`config.mk`:
```
export PLATFORM = sky130hd
export DESIGN_NAME = pkt_dispatch_sequencer
export DESIGN_NICKNAME = d
export VERILOG_FILES = /design/src/rtl/pkt_dispatch_sequencer.sv
export SDC_FILE = /design/constraint.sdc
export NUM_CORES = 1
export LEC_CHECK = 0
export ABC_AREA = 1
export CAP_MARGIN = 0
export CORE_ASPECT_RATIO = 1.25
export CORE_MARGIN = 2
export CORE_UTILIZATION = 57
export DETAILED_ROUTE_END_ITERATION = 6
export GPL_TIMING_DRIVEN = 0
export PLACE_DENSITY = 0.85
export SYNTH_ARGS = -nofsm -noshare
export SYNTH_HDL_FRONTEND = slang
export SYNTH_SLANG_ARGS = --single-unit
export TNS_END_PERCENT = 5
```
`constraint.sdc`:
```
create_clock -name clk -period 5.5 [get_ports clk]
set_clock_uncertainty 0.05 [all_clocks]
set_input_delay 1.1 -clock clk [delete_from_list [all_inputs] [get_ports clk]]
set_output_delay 1.1 -clock clk [all_outputs]
set_load 0.005 [all_outputs]
```
`src/rtl/pkt_dispatch_sequencer.sv`:
```
// pkt_dispatch_sequencer: buffers filtered packet events in a small FIFO and
// runs the compute units (MNI, KCH, QTU, reward) one at a time through a
// start/done handshake, with a per-stage watchdog.
// Optional statistics counters: define PKT_DISPATCH_STATS_EN to build them;
// otherwise drop_count and timeout_count are tied to zero.
module pkt_dispatch_sequencer #(
  parameter int FIFO_DEPTH     = 4,
  parameter int TIMEOUT_CYCLES = 64,
  parameter int CNT_W          = 8
) (
  input  logic                        clk,
  input  logic                        nrst,
  input  logic                        newpkt,
  input  logic [2:0]                  fPktType,
  input  logic                        destMatch,
  input  logic [3:0]                  done_bus,
  output logic [3:0]                  start_bus,
  output logic                        iAmDestination,
  output logic                        busy,
  output logic [$clog2(FIFO_DEPTH):0] fifo_count,
  output logic                        fifo_full,
  output logic                        err_timeout,
  output logic [CNT_W-1:0]            drop_count,
  output logic [CNT_W-1:0]            timeout_count
);

  localparam int AW  = $clog2(FIFO_DEPTH);
  localparam int CW  = AW + 1;
  localparam int WDW = $clog2(TIMEOUT_CYCLES + 1);

  localparam logic [3:0] UNIT_MNI = 4'b0001;
  localparam logic [3:0] UNIT_KCH = 4'b0010;
  localparam logic [3:0] UNIT_QTU = 4'b0100;
  localparam logic [3:0] UNIT_RWD = 4'b1000;

  localparam logic [2:0] TYPE_HB   = 3'b000;
  localparam logic [2:0] TYPE_CHE  = 3'b001;
  localparam logic [2:0] TYPE_INV  = 3'b010;
  localparam logic [2:0] TYPE_DATA = 3'b011;

  typedef enum logic [1:0] {
    IDLE,
    ISSUE,
    WAIT,
    NEXT
  } state_t;

  state_t         state;

  logic [3:0]     mem [FIFO_DEPTH];
  logic [AW-1:0]  wr_ptr;
  logic [AW-1:0]  rd_ptr;
  logic [CW-1:0]  count;

  logic [3:0]     head;
  logic [3:0]     head_first;
  logic [3:0]     head_second;
  logic           head_iam;

  logic [3:0]     cur_bus;
  logic [3:0]     pend_bus;
  logic [WDW-1:0] wd_cnt;

  logic           push;
  logic           pop;
  logic           done_hit;
  logic           abort;

  assign fifo_count = count;
  assign fifo_full  = (count == CW'(FIFO_DEPTH));
  assign busy       = (state != IDLE);

  // A full FIFO rejects the new event even if the head leaves on the same edge.
  assign push     = newpkt && !fifo_full;
  assign pop      = (state == IDLE) && (count != '0);
  assign done_hit = |(done_bus & cur_bus);
  assign abort    = (state == WAIT) && !done_hit &&
                    (wd_cnt == WDW'(TIMEOUT_CYCLES - 1));

  // Decode the head event into up to two unit stages plus a local-delivery flag.
  always_comb begin
    head        = mem[rd_ptr];
    head_first  = '0;
    head_second = '0;
    head_iam    = 1'b0;
    case (head[3:1])
      TYPE_HB: begin
        head_first  = UNIT_MNI;
        head_second = UNIT_RWD;
      end
      TYPE_CHE: begin
        if (head[0]) head_first = UNIT_KCH;
      end
      TYPE_INV: begin
        head_first  = UNIT_QTU;
        head_second = UNIT_RWD;
      end
      TYPE_DATA: begin
        if (head[0]) head_iam = 1'b1;
        else         head_first = UNIT_QTU;
      end
      default: ;
    endcase
  end

  // Event storage; contents need no reset because the pointers define validity.
  always_ff @(posedge clk) begin
    if (push) mem[wr_ptr] <= {fPktType, destMatch};
  end

  // FIFO pointers and occupancy.
  always_ff @(posedge clk) begin
    if (nrst) begin
      wr_ptr <= '0;
      rd_ptr <= '0;
      count  <= '0;
    end else begin
      if (push) wr_ptr <= wr_ptr + AW'(1);
      if (pop)  rd_ptr <= rd_ptr + AW'(1);
      count <= count + CW'(push) - CW'(pop);
    end
  end

  // Sequencer: pops one event, issues its stages in order and guards each wait.
  always_ff @(posedge clk) begin
    if (nrst) begin
      state          <= IDLE;
      start_bus      <= '0;
      iAmDestination <= 1'b0;
      cur_bus        <= '0;
      pend_bus       <= '0;
      wd_cnt         <= '0;
      err_timeout    <= 1'b0;
    end else begin
      start_bus      <= '0;
      iAmDestination <= 1'b0;
      case (state)
        IDLE: begin
          if (pop) begin
            if (head_first != '0) begin
              start_bus <= head_first;
              cur_bus   <= head_first;
              pend_bus  <= head_second;
              state     <= ISSUE;
            end else begin
              iAmDestination <= head_iam;
            end
          end
        end
        ISSUE: begin
          wd_cnt <= '0;
          state  <= WAIT;
        end
        WAIT: begin
          if (done_hit) begin
            state <= (pend_bus != '0) ? NEXT : IDLE;
          end else if (abort) begin
            err_timeout <= 1'b1;
            pend_bus    <= '0;
            state       <= IDLE;
          end else begin
            wd_cnt <= wd_cnt + WDW'(1);
          end
        end
        NEXT: begin
          start_bus <= pend_bus;
          cur_bus   <= pend_bus;
          pend_bus  <= '0;
          state     <= ISSUE;
        end
        default: state <= IDLE;
      endcase
    end
  end

`ifdef PKT_DISPATCH_STATS_EN
  logic           drop_full;
  logic           discard_pop;
  logic [CNT_W:0] drop_sum;

  assign drop_full   = newpkt && fifo_full;
  assign discard_pop = pop && (head[3] || ((head[3:1] == TYPE_CHE) && !head[0]));
  assign drop_sum    = {1'b0, drop_count} + {{CNT_W{1'b0}}, drop_full}
                     + {{CNT_W{1'b0}}, discard_pop};

  // Saturating statistics: a full-FIFO drop and a discarded pop may share an edge.
  always_ff @(posedge clk) begin
    if (nrst) begin
      drop_count    <= '0;
      timeout_count <= '0;
    end else begin
      if (drop_sum > {1'b0, {CNT_W{1'b1}}}) drop_count <= '1;
      else                                  drop_count <= drop_sum[CNT_W-1:0];
      if (abort && (timeout_count != '1)) timeout_count <= timeout_count + CNT_W'(1);
    end
  end
`else
  assign drop_count    = '0;
  assign timeout_count = '0;
`endif

endmodule

```
==> results.toml <==
[outcome]
run_status = "complete, no violations"

[timing]
layout_worst_path_cycle_share = 0.512
slew_headroom = 0.628
fin_tns_setup_ns = 0
grt_setup_unrepaired = "no"
fin_ws_ns = 2.69
tightest_slew_ns = 0.555
hold_slack_ns = 0.400
setup_viol = 0
final-hold-violation-count = 0
drv_slew = 0
max_freq_ghz = 0.355
period_minus_slack_ns = 2.81

[worst_setup_path]
crit_path_top_delay_cell = "clkdlybuf4s50_1"
crit_family = "adder cells"
cp-end-kind = "flip-flop"
arrival_ns = 3.00
crit_type = "primary input to flip-flop"
crit_fanout = 9
required_ns = 5.69
critPathLaunchType = "primary input"
max_stage_delay_ns = 0.40
crit_chain = "clkdlybuf4s50_1 -> o21ai_1 -> ha_1 -> inv_1 -> ha_1 -> inv_1 -> fa_1 -> inv_1 -> o21ai_0 -> a21oi_1"
cp_num_buf_inv = 4
cp_common_cell = "inv_1"

[layout]
regArea_mm2 = 0.00106
layout_common_cells = "nand2_1 (45), dfxtp_1 (29), nor2_1 (28)"
n_antenna_cell = 0
n_fill_cell = 293
instances_no_fill = 362
nets = 330
layout_commonest_cell = "nand2_1"
area_growth_pct = 20.4
drive_gt1_frac = 0.198
multiInputGateArea_mm2 = 0.00102

[die]
initial_core_util = 0.602
die_h_um = 75.0
dieWidth_um = 60.8
rows = 25
pin_count = 38
die_area_mm2 = 0.00456
coreArea_mm2 = 0.00382

[route]
route.met3.wl_um = 181
dr_wl_met2_mm = 2.00
top_layer_used = "met4"
ant_nets = 0
routed_wl_mm = 3.93
routed_via_density = 4.80
wl_per_cell_um = 10.9
wl_met1_mm = 1.63
drc = 0
drt_iter0_drc = 59
first_pass_iters = 4
route.vias.total = 1736

[clocking]
holdBufCountCts = 0
clkSinkCount = 45
cts_made_buffers = 5
cts_tree = "done"
cts_max_path_buffers = 2
cts_resized = 0
clk_latency_ns = 0.30
cts_root_buffer = "clkbuf_8"
htree_levels = 2
path_clk_slew_ns = 0.08
postCtsSetupBuffers = 0

[synth]
netlist-cell-type-count = 33
ys_seq_area_frac = 0.462
synth_cells = 264
yosysWarnings = 0
yosysTopAreaCell = "dfxtp_1"
avgSynthCellArea_um2 = 8.70
synth_top_area_frac = 0.253
ys_top_cells_by_area = "dfxtp_1 (25%), edfxtp_1 (21%), nand2_1 (7.4%)"
syn-cell-area_mm2 = 0.00230
yosys_register_bits = 45

[placement]
dpl.hpwl_mm = 2.90
place_ws_ns = 2.37
placedCellCount = 354
numPortBuffers = 21
globalplace.congestion = 0.825

[global_route]
grt_overflow = 0
gr-usage-all-layers = 0.197
antenna_found_initial = 0
grt_max_degree = 15
grt_pass1_vias = 1595
grt_pass1_wl_mm = 6.49

[flow_run]
drv_cap = 0

[min_path]
min-delay-path-class = "flip-flop to flip-flop"

[power]
p_leak_nw = 1.19
finalPower_w = 0.00128
irDropWorstVdd_uv = 280
powerDensity_mw_per_mm2 = 464
==> per-stage QoR <==
step / utilization / area, um^2
final: 0.725 / 2770
after global placement: 0.690 / 2630
after detailed placement: 0.690 / 2630
after floorplan: - / 2350
after global routing: 0.725 / 2770
after CTS: 0.725 / 2770
==> worst register-to-register path, cell delays in order, from the launching register on <==
cell     delay, ns
dfxtp_1       0.33
inv_1         0.10
ha_1          0.26
inv_1         0.09
nor2_1        0.37
ha_1          0.32
inv_1         0.05
ha_1          0.13
inv_1         0.05
fa_1          0.35
inv_1         0.07
o21ai_0       0.08
a21oi_1       0.13
==> flip-flops by register name, indices dropped and copies added (netlist names), named ones only <==
signal,count
cur_bus,4
err_timeout,1
fifo_count,3
iAmDestination,1
mem,16
pend_bus,1
rd_ptr,2
start_bus,4
state,2
wd_cnt,7
wr_ptr,2
==> cells by family after synthesis <==
family                     after synthesis  share of synthesized area
and+or+nand+nor                        121                      0.261
buffers and inverters                   52                      0.118
DFF                                     45                      0.462
AOI/OAI and AO/OA                       29                     0.0730
adders and majority gates               12                     0.0686
xor gates and xnor gates                 4                     0.0153
other                                    1                    0.00163
==> metal layers <==
metal	up-vias	global-route usage
met5	-	0
met3	11	0.0498
met2	40	0.346
li1	906	-
met1	779	0.208
met4	0	0.121
==> power breakdown <==
group          switching [W]  internal, W  leakage [nW]
registers          0.0000381     0.000399         0.383
logic               0.000350     0.000207         0.741
clock network       0.000109     0.000180        0.0681
total               0.000497     0.000787          1.19
==> final timing paths <==
kind	startpoint	to	slack, ns	depth (start not counted)
hold reg to reg	err_timeout	err_timeout	0.40	2
setup reg to reg	state[1]	fifo_count[2]	3.05	12
setup / recovery	newpkt	fifo_count[2]	2.69	10
hold / removal	err_timeout	err_timeout	0.40	2
==> layout make-up <==
type / instances / area share
flip-flops and latches: 45 / 0.384
multi-input cells: 182 / 0.369
repair buffers: 21 / 0.0760
plain buffers: 19 / 0.0502
inverters: 33 / 0.0480
clock buffers: 5 / 0.0249
well taps: 54 / 0.0244
clock inverters: 3 / 0.0235
==> cell usage after synthesis <==
cell type / n
nand2_1: 45
dfxtp_1: 29
nor2_1: 28
inv_1: 26
buf_4: 16
edfxtp_1: 16
nand3_1: 16
a21oi_1: 13
ha_1: 11
nand2_2: 10
o21ai_0: 7
inv_2: 5
nand3_2: 5
nand4_1: 5
a21oi_2: 4
nor2_2: 3
nor3_1: 3
o21ai_1: 3
nand2_4: 2
o21ai_2: 2
xnor2_1: 2
xor2_1: 2
buf_1: 1
buf_6: 1
clkbuf_1: 1
clkinv_2: 1
conb_1: 1
fa_1: 1
inv_8: 1
nand3_4: 1
nand3b_1: 1
nor2_4: 1
nor3_2: 1
Note: power is estimated with default switching activity, not from simulation.
